$ cat src/rtl/rx_block_assembler.sv
// Purpose : rebuild BLOCK_BYTES received bytes into one block, optionally checking a trailing CRC-8.
// Latency : block_valid rises one clock after the final strobe (last data byte, or the CRC byte).
// Backpr. : block is held until block_valid && block_ready; bytes arriving meanwhile are dropped (overrun).
//
// Ports:
//   clk, reset        clock and asynchronous active-low reset
//   crc_en            frame carries a trailing CRC byte (sampled on the first byte of a frame)
//   rx_data/rx_valid  byte stream from the UART receiver, one-cycle strobe
//   block_ready       downstream accept
//   block_out         assembled block, first byte in the top byte lane
//   block_valid       block_out/crc_err valid, held until accepted
//   crc_err           received CRC differs from computed CRC (0 for frames without CRC)
//   overrun           one-cycle pulse: byte dropped while a block was held
//   frame_abort       one-cycle pulse: inter-byte timeout discarded a partial frame
//   busy              a frame is in progress or a block is held
module rx_block_assembler #(
  parameter int unsigned BLOCK_BYTES    = 16,
  parameter int unsigned TIMEOUT_CYCLES = 1024,
  parameter logic [7:0]  CRC_POLY       = 8'h07
) (
  input  logic                       clk,
  input  logic                       reset,
  input  logic                       crc_en,
  input  logic [7:0]                 rx_data,
  input  logic                       rx_valid,
  input  logic                       block_ready,
  output logic [8*BLOCK_BYTES-1:0]   block_out,
  output logic                       block_valid,
  output logic                       crc_err,
  output logic                       overrun,
  output logic                       frame_abort,
  output logic                       busy
);

  localparam int unsigned BW    = 8 * BLOCK_BYTES;
  localparam int unsigned CNT_W = $clog2(BLOCK_BYTES + 1);
  localparam int unsigned TMO_W = $clog2(TIMEOUT_CYCLES + 1);
  localparam logic [CNT_W-1:0] CNT_LAST = CNT_W'(BLOCK_BYTES - 1);
  localparam logic [TMO_W-1:0] TMO_LAST = TMO_W'(TIMEOUT_CYCLES - 1);

  typedef enum logic [1:0] {S_IDLE, S_COLLECT, S_CRC, S_HOLD} state_t;

  state_t           state_q, state_d;
  logic [BW-1:0]    data_q, data_d;
  logic [CNT_W-1:0] cnt_q, cnt_d;
  logic [TMO_W-1:0] tmo_q, tmo_d;
  logic [7:0]       crc_q, crc_d;
  logic             frame_crc_q, frame_crc_d;
  logic             crc_err_q, crc_err_d;
  logic             overrun_q, overrun_d;
  logic             abort_q, abort_d;

  // CRC-8, MSB first, applied to (crc ^ byte).
  function automatic logic [7:0] crc8(input logic [7:0] v);
    logic [7:0] c;
    c = v;
    for (int i = 0; i < 8; i++) begin
      c = c[7] ? ((c << 1) ^ CRC_POLY) : (c << 1);
    end
    return c;
  endfunction

  // The first byte of a frame uses the live crc_en; later bytes use the latched copy.
  logic crc_sel;
  logic last_data;
  logic tmo_fire;

  assign crc_sel   = (state_q == S_IDLE) ? crc_en : frame_crc_q;
  assign last_data = (cnt_q == CNT_LAST);
  // A byte in the limit cycle wins over the timeout.
  assign tmo_fire  = ((state_q == S_COLLECT) || (state_q == S_CRC)) && !rx_valid && (tmo_q == TMO_LAST);

  // State register
  always_ff @(posedge clk or negedge reset) begin
    if (!reset) state_q <= S_IDLE;
    else        state_q <= state_d;
  end

  // Next-state logic
  always_comb begin
    state_d = state_q;
    unique case (state_q)
      S_IDLE, S_COLLECT: begin
        if (rx_valid) begin
          if (last_data) state_d = crc_sel ? S_CRC : S_HOLD;
          else           state_d = S_COLLECT;
        end else if (tmo_fire) begin
          state_d = S_IDLE;
        end
      end
      S_CRC: begin
        if (rx_valid)      state_d = S_HOLD;
        else if (tmo_fire) state_d = S_IDLE;
      end
      S_HOLD: begin
        if (block_ready) state_d = S_IDLE;
      end
      default: state_d = S_IDLE;
    endcase
  end

  // Outputs
  always_comb begin
    block_out   = data_q;
    block_valid = (state_q == S_HOLD);
    busy        = (state_q != S_IDLE);
    crc_err     = crc_err_q;
    overrun     = overrun_q;
    frame_abort = abort_q;
  end

  // Datapath next values
  always_comb begin
    data_d      = data_q;
    cnt_d       = cnt_q;
    tmo_d       = tmo_q;
    crc_d       = crc_q;
    frame_crc_d = frame_crc_q;
    crc_err_d   = crc_err_q;
    overrun_d   = (state_q == S_HOLD) && rx_valid;
    abort_d     = tmo_fire;

    unique case (state_q)
      S_IDLE, S_COLLECT: begin
        if (rx_valid) begin
          // Shift in so the first byte ends up in the top lane after BLOCK_BYTES bytes.
          data_d = (data_q << 8) | BW'(rx_data);
          crc_d  = crc8(crc_q ^ rx_data);
          cnt_d  = cnt_q + CNT_W'(1);
          tmo_d  = '0;
          if (state_q == S_IDLE) frame_crc_d = crc_en;
          if (last_data && !crc_sel) crc_err_d = 1'b0;
        end else if (tmo_fire) begin
          cnt_d = '0;
          crc_d = '0;
          tmo_d = '0;
        end else if (state_q == S_COLLECT) begin
          tmo_d = tmo_q + TMO_W'(1);
        end
      end
      S_CRC: begin
        if (rx_valid) begin
          crc_err_d = (rx_data != crc_q);
          tmo_d     = '0;
        end else if (tmo_fire) begin
          cnt_d = '0;
          crc_d = '0;
          tmo_d = '0;
        end else begin
          tmo_d = tmo_q + TMO_W'(1);
        end
      end
      S_HOLD: begin
        if (block_ready) begin
          cnt_d     = '0;
          crc_d     = '0;
          tmo_d     = '0;
          crc_err_d = 1'b0;
        end
      end
      default: ;
    endcase
  end

  always_ff @(posedge clk or negedge reset) begin
    if (!reset) begin
      data_q      <= '0;
      cnt_q       <= '0;
      tmo_q       <= '0;
      crc_q       <= '0;
      frame_crc_q <= 1'b0;
      crc_err_q   <= 1'b0;
      overrun_q   <= 1'b0;
      abort_q     <= 1'b0;
    end else begin
      data_q      <= data_d;
      cnt_q       <= cnt_d;
      tmo_q       <= tmo_d;
      crc_q       <= crc_d;
      frame_crc_q <= frame_crc_d;
      crc_err_q   <= crc_err_d;
      overrun_q   <= overrun_d;
      abort_q     <= abort_d;
    end
  end

endmodule

$ cat config.mk
export PLATFORM = sky130hd
export DESIGN_NAME = rx_block_assembler
export DESIGN_NICKNAME = d
export VERILOG_FILES = /design/src/rtl/rx_block_assembler.sv
export SDC_FILE = /design/constraint.sdc
export NUM_CORES = 1
export LEC_CHECK = 0
export ABC_AREA = 0
export CORE_ASPECT_RATIO = 0.5
export CORE_UTILIZATION = 50
export DETAILED_ROUTE_END_ITERATION = 8
export GPL_ROUTABILITY_DRIVEN = 0
export PLACE_DENSITY_LB_ADDON = 0.3
export SETUP_SLACK_MARGIN = 0.15
export SYNTH_ARGS = -nofsm -noshare
export SYNTH_HDL_FRONTEND = slang
export SYNTH_SLANG_ARGS = --single-unit
$ cat constraint.sdc
create_clock -name clk -period 5 [get_ports clk]
set_input_delay 1 -clock clk [delete_from_list [all_inputs] [get_ports clk]]
set_output_delay 1 -clock clk [all_outputs]
set_load 0.01 [all_outputs]
Word-level counts from Yosys, hierarchy flattened
Index checks and enable logic that the tools add are counted.
W data, S select, Z words.
{ "totals": {"reg_bits": 158, "elab_cells": 85, "out_inout_bits": 133} }
{ "classes": {"reduce_logical": 14, "bitwise": 10, "n_eq_ne": 12, "add_sub_neg": 2, "muxes": 38} }
{ "op_table": {"columns": ["operator", "count"], "rows": [
  ["$or A128 B8 Y128", 1],
  ["$mux W11", 6],
  ["$pmux W11 S3", 1],
  ["$mux W8", 4],
  ["$mux W3", 8],
  ["$not A3 Y3", 8],
  ["$pmux W8 S3", 1],
  ["$mux W5", 4],
  ["$pmux W5 S3", 1],
  ["$add A11 B1 Y11 const B", 1],
  ["$eq A11 B10 Y1 const B", 1],
  ["$mux W2", 5],
  ["$ne A2 B2 Y1 const B", 5],
  ["$ne A8 B8 Y1", 1],
  ["$xor A8 B8 Y8", 1],
  ["$mux W1", 6],
  ["$pmux W2 S3", 1],
  ["$reduce_and A2 Y1", 3],
  ["$add A5 B1 Y5 const B", 1],
  ["$eq A5 B4 Y1 const B", 1],
  ["$eq A2 B2 Y1 const B", 2],
  ["$logic_and A1 B1 Y1", 4],
  ["$ne A4 B4 Y1 const B", 1],
  ["$reduce_and A4 Y1", 1],
  ["7 further kinds", 8]
]} }

Logic depth before layout (Yosys ltp)
{ "depth": {"depth_word": 19, "mapped_depth": 7, "ltp_nobuf": 7} }

Least setup slack after synthesis
Ideal clock, no wire load.
{ "synth_path": {"path_type": "input -> register", "start": "in rx_valid", "end": "reg crc_q[2]", "setup_ns": 0.132, "cell_stages": 5, "t_arrival_ns": 1.951, "required_ns": 4.868, "path_buffers": 1, "path_slack_ns": 2.917, "path_cell_list": "and4bb_1 -> nand4_2 -> buf_2 -> a221oi_2 -> o22ai_1"} }
{ "synth_between": {"elab_chain_len": 6} }
{ "synth_lines": {"columns": ["element", "line", "rtl"], "rows": [
  ["start, declared", "25", "input logic rx_valid,"],
  ["$logic_not A1 Y1", "71", "assign tmo_fire = ((state_q == S_COLLECT) || (state_q == S_CRC)) && !rx_valid && (tmo_q == TMO_LAST);"],
  ["$logic_and A1 B1 Y1 (2 in series)", "71", null],
  ["$mux W8", null, null],
  ["$mux W8 (on tied branches)", null, null],
  ["$pmux W8 S3", "123", "unique case (state_q)"],
  ["end signal, assigned", "179", "crc_q <= crc_d;"],
  ["end, declared", "47", "logic [7:0] crc_q, crc_d;"]
]} }
Parallel ways exist; a longest one is shown, timed or not. The select of a mux whose other input is x is not followed.
A chain may end at the register's enable or synchronous reset.

Worst setup path in the final report
{ "layout_path": {"start": "reg state_q[0]", "end": "out block_valid"} }
{ "layout_between": {"elab_chain_len": 1} }
{ "layout_lines": {"columns": ["element", "line", "rtl"], "rows": [
  ["start, declared", "43", "state_t state_q, state_d;"],
  ["start signal, assigned", "76", "else state_q <= state_d;"],
  ["$eq A2 B2 Y1", "105", "block_valid = (state_q == S_HOLD);"],
  ["end, declared", "28", "output logic block_valid,"]
]} }
Every way passes these cells.

==> impl_summary.md <==
Floorplanning
The height of the die is 83.99 um. The die area is 0.01394 mm2. The standard cell core area is 0.01288 mm2. The floorplan die width is 166.0 um. The number of placement rows is 29.

For this configuration, the core starts out at a cell density of 0.5218. The top-level port count is 146.

STA
The achievable frequency is 0.3357 GHz. The time the final worst path needs with I/O delays and setup is 2.979 ns. The slack of the critical path is 2.021 ns.

The max-slew violation count came to 0. The transition time at the pin with the least slew margin is 0.9943 ns. For the final database, setup skew stands at 0.007729 ns. The final hold violation count is 0.

Setup violations remaining at the end of the flow were counted as 0. The worst max-slew margin expressed relative to the limit is 0.3341. In the finished design, the share of the clock period the worst path needs comes to 0.5958. Setup repair after global routing left no endpoint under its margin. Setup total negative slack on the finished layout was measured at 0 ns.

Hold is met by 0.4894 ns.

Power
The peak supply drop is 0.0003654 V. The clock share of power is 0.194. Of the total power, the share spent switching nets is 0.3326. The power per cell area is 719.0 mW/mm2. The post-route total power is 6.408 mW. Internal power comes to 4.276 mW.

The share of total power dissipated in sequential elements is 0.354. Summed over all nets, the switching power comes to 2.132 mW. The analysis attributes to cell leakage a power of 3.908 nW. The part of the power in combinational logic is 0.452.

Critical path
The number of buffers and inverters on the critical path is 1. STA classifies the critical path endpoint as an output port. The launch point of the critical path is state_q[0].

For the worst setup path, the data arrival time is 1.98 ns. The number of cells on the worst reg-to-reg path is 4. The cell class contributing the biggest share of worst-path delay is buffers and inverters. For the worst setup path, the data required time is 4.00 ns. The cell type of the slowest stage on the worst timing path is sky130_fd_sc_hd__clkdlybuf4s50_1. The number of gates on the worst path with buffers counted is 2. In this run the critical register-to-register path is launched from state_q[0]. The critical path endpoint is block_valid. The critical path is of the reg -> out type. Across all register-to-register paths, the minimum setup slack is 2.55 ns.

The longest individual stage delay on the worst path is 0.64 ns. The worst setup path is launched from a flip-flop. The critical path goes through ha_1 > clkdlybuf4s50_1.

The destination of the worst register-to-register timing path is tmo_q[4]. The peak fanout along the critical path is 15.

Clock network
The buffer levels on the longest clock path is 2. For the worst-skew pair, the clock arrives at the later sink with an insertion delay of 0.42 ns. TritonCTS built the clock tree.

The post-cts resize count is 0. The number of sinks handled by clock tree synthesis is 158. The number of clock buffers added by TritonCTS is 17.

The clock transition at the register clock pins on the worst setup and hold paths after CTS is 0.06 ns. The level count of the clock H-tree is 4. The tree is rooted in a sky130_fd_sc_hd__clkbuf_16. The count of buffers added by post-CTS timing repair for setup is 0.

The post-cts hold buffer count is 0.

Yosys
Averaged over all synthesized cells, the footprint is 14.21 um2. Synthesis instantiated 54 different standard cells from the library. The proportion of synthesized chip area in sequential cells is 0.5882. Counting flops with a built-in enable in the synthesized netlist gives 0. The synthesized cell area is 0.006721 mm2. Of the post-synthesis cell area, the dominant cell type holds 0.5882. The most frequent cell after synthesis is sky130_fd_sc_hd__dfrtp_1. For this run, the leading register cell type out of synthesis is sky130_fd_sc_hd__dfrtp_1. Yosys attributes the largest share of cell area to sky130_fd_sc_hd__dfrtp_1 (59%), sky130_fd_sc_hd__mux2_2 (21%), sky130_fd_sc_hd__ha_1 (2.0%). The synthesized flop and latch total is 158. The largest area contributor in the netlist is sky130_fd_sc_hd__dfrtp_1. After synthesis, the share of flip-flops with an asynchronous set or reset is 1.000. When the netlist entered floorplanning its net count stood at 497. The gate count after technology mapping is 473.

The count of yosys warnings during synthesis is 0. After synthesis, the most frequently instantiated cells are sky130_fd_sc_hd__dfrtp_1 (158), sky130_fd_sc_hd__mux2_2 (128), sky130_fd_sc_hd__inv_1 (20), sky130_fd_sc_hd__buf_2 (18), sky130_fd_sc_hd__nand2_1 (14).

Detailed routing
The detailed-routing iteration count for the pre-antenna-repair pass is 7. In the routed layout, each cell is associated on average with a via count of 5.302. Once detail routing completed, the nets flagged for antenna violations numbered 0. The final routed DRC violation total is 13.

The post-detailed-route wirelength per cell is 16.46 um. The first routing iteration left 288 violations. For this block, the routed nets add up to 13200 um of wire. The routed layout has 4252 vias.

Layout
The layout-stage area growth over the synthesis result is 32.59%. After the last flow step, the layout net total stands at 643. The antenna diode count is 0.

The share of final-layout standard cells stronger than drive strength 1 is 0.2769.

Global routing
The residual overflow from global routing is 0. The number of antenna violations at the first check in global routing is 0. The via count of the first global-routing pass was 4167. Across every metal layer, demand over resource in global routing totals 0.2046.

Entering global routing, the biggest net connects 129 pins. The first-pass GRT wire length is 22420 um.

Flow run
Across the run, the number of max-cap violations was 0.

Placed design
During placement, the flow inserted port buffers numbering 145. The final HPWL from detailed placement is 8899 um. The pre-CTS setup slack is 1.650 ns.

Worst hold path
The type of the tightest min-delay check is reg -> reg.

Run status
The run finished, with violations left. The checks that failed: design-rule violations.
==> state kept, by name, summed over array words and instances, names as in the netlist <==
signal       cells
block_out      128
cnt_q            5
crc_err          1
crc_q            8
frame_abort      1
frame_crc_q      1
overrun          1
state_q          2
tmo_q           11
==> logic make-up (layout without fill, tap and decap cells) <==
family,Yosys count,count (layout),synth area share
buffers and inverters,42,201,0.02681
adder cells (fa/ha/maj),11,11,0.02048
AND/OR/NAND/NOR,56,56,0.04654
flip-flops,158,158,0.5882
multiplexers,130,130,0.2174
AO/OA/AOI/OAI,56,56,0.06106
XOR/XNOR,20,20,0.03946
==> how the worst min path moves through the flow <==
stage	startpoint	endpoint	depth (start not counted)
finish	frame_crc_q	frame_crc_q	2
global route	block_out[120]	block_out[120]	1
floorplan	cnt_q[3]	cnt_q[3]	1
global placement	frame_crc_q	frame_crc_q	2
detailed placement	frame_crc_q	frame_crc_q	2
CTS	frame_crc_q	frame_crc_q	2
==> routing by layer <==
| layer | vias to the layer above | wire, um | track usage |
|---|---|---|---|
| met2 | 96 | 6513 | 0.3329 |
| met1 | 2136 | 5969 | 0.2749 |
| met3 | 7 | 626 | 0.05073 |
| met4 | 0 | 93 | 0.05523 |
| met5 | - | 0 | 0 |
| li1 | 2013 | - | - |
==> power by group through the flow <==
| stage | Combinational [mW] | Clock (mW) | Sequential (mW) |
|---|---|---|---|
| after global routing | 3.09 | 1.34 | 2.36 |
| final | 2.90 | 1.24 | 2.27 |
| after CTS | 2.94 | 1.27 | 2.27 |
| after detailed placement | 2.92 | 0 | 2.30 |
| after global placement | 2.85 | 0 | 2.25 |
| after floorplan | 1.38 | 0 | 2.46 |
==> layout by cell type, fill, tap and decap left out, types with 4 or more instances in the layout <==
| master | count |
|---|---|
| sky130_fd_sc_hd__nand4_1 | 6 |
| sky130_fd_sc_hd__dfrtp_1 | 158 |
| sky130_fd_sc_hd__nand2_1 | 14 |
| sky130_fd_sc_hd__nor2_1 | 6 |
| sky130_fd_sc_hd__ha_1 | 11 |
| sky130_fd_sc_hd__clkdlybuf4s50_1 | 144 |
| sky130_fd_sc_hd__inv_1 | 20 |
| sky130_fd_sc_hd__o211ai_1 | 6 |
| sky130_fd_sc_hd__xnor2_1 | 11 |
| sky130_fd_sc_hd__and3_1 | 4 |
| sky130_fd_sc_hd__clkbuf_16 | 17 |
| sky130_fd_sc_hd__inv_6 | 5 |
| sky130_fd_sc_hd__o21ai_1 | 4 |
| sky130_fd_sc_hd__mux2_2 | 128 |
| sky130_fd_sc_hd__a31oi_1 | 8 |
| sky130_fd_sc_hd__a21oi_1 | 6 |
| sky130_fd_sc_hd__nand3_1 | 7 |
| sky130_fd_sc_hd__inv_8 | 7 |
| sky130_fd_sc_hd__a22o_1 | 6 |
==> layout make-up <==
cell class | count | area, um2
Clock inverter | 14 | 138.9
Clock buffer | 18 | 429.2
Timing Repair Buffer | 148 | 1500
Inverter | 21 | 78.83
Sequential cell | 158 | 3954
Fill cell | 907 | 3969
Multi-Input combinational cell | 273 | 2599
Tap cell | 170 | 212.7
==> worst min-delay path, stage by stage, from the launching register on <==
cell	delay, ns
sky130_fd_sc_hd__dfrtp_1	0.34
sky130_fd_sc_hd__nand2_1	0.05
sky130_fd_sc_hd__o21ai_0	0.06
==> stage by stage <==
step | utilization | cell area, um2 | std cells
2_1_floorplan | - | 6721 | 473
3_3_place_gp | 0.6478 | 8344 | 770
3_5_place_dp | 0.6478 | 8344 | 770
4_1_cts | 0.6919 | 8912 | 802
5_1_grt | 0.6919 | 8912 | 802
6_report | 0.6919 | 8912 | 802
No activity file was read; power rests on OpenSTA's default activity.
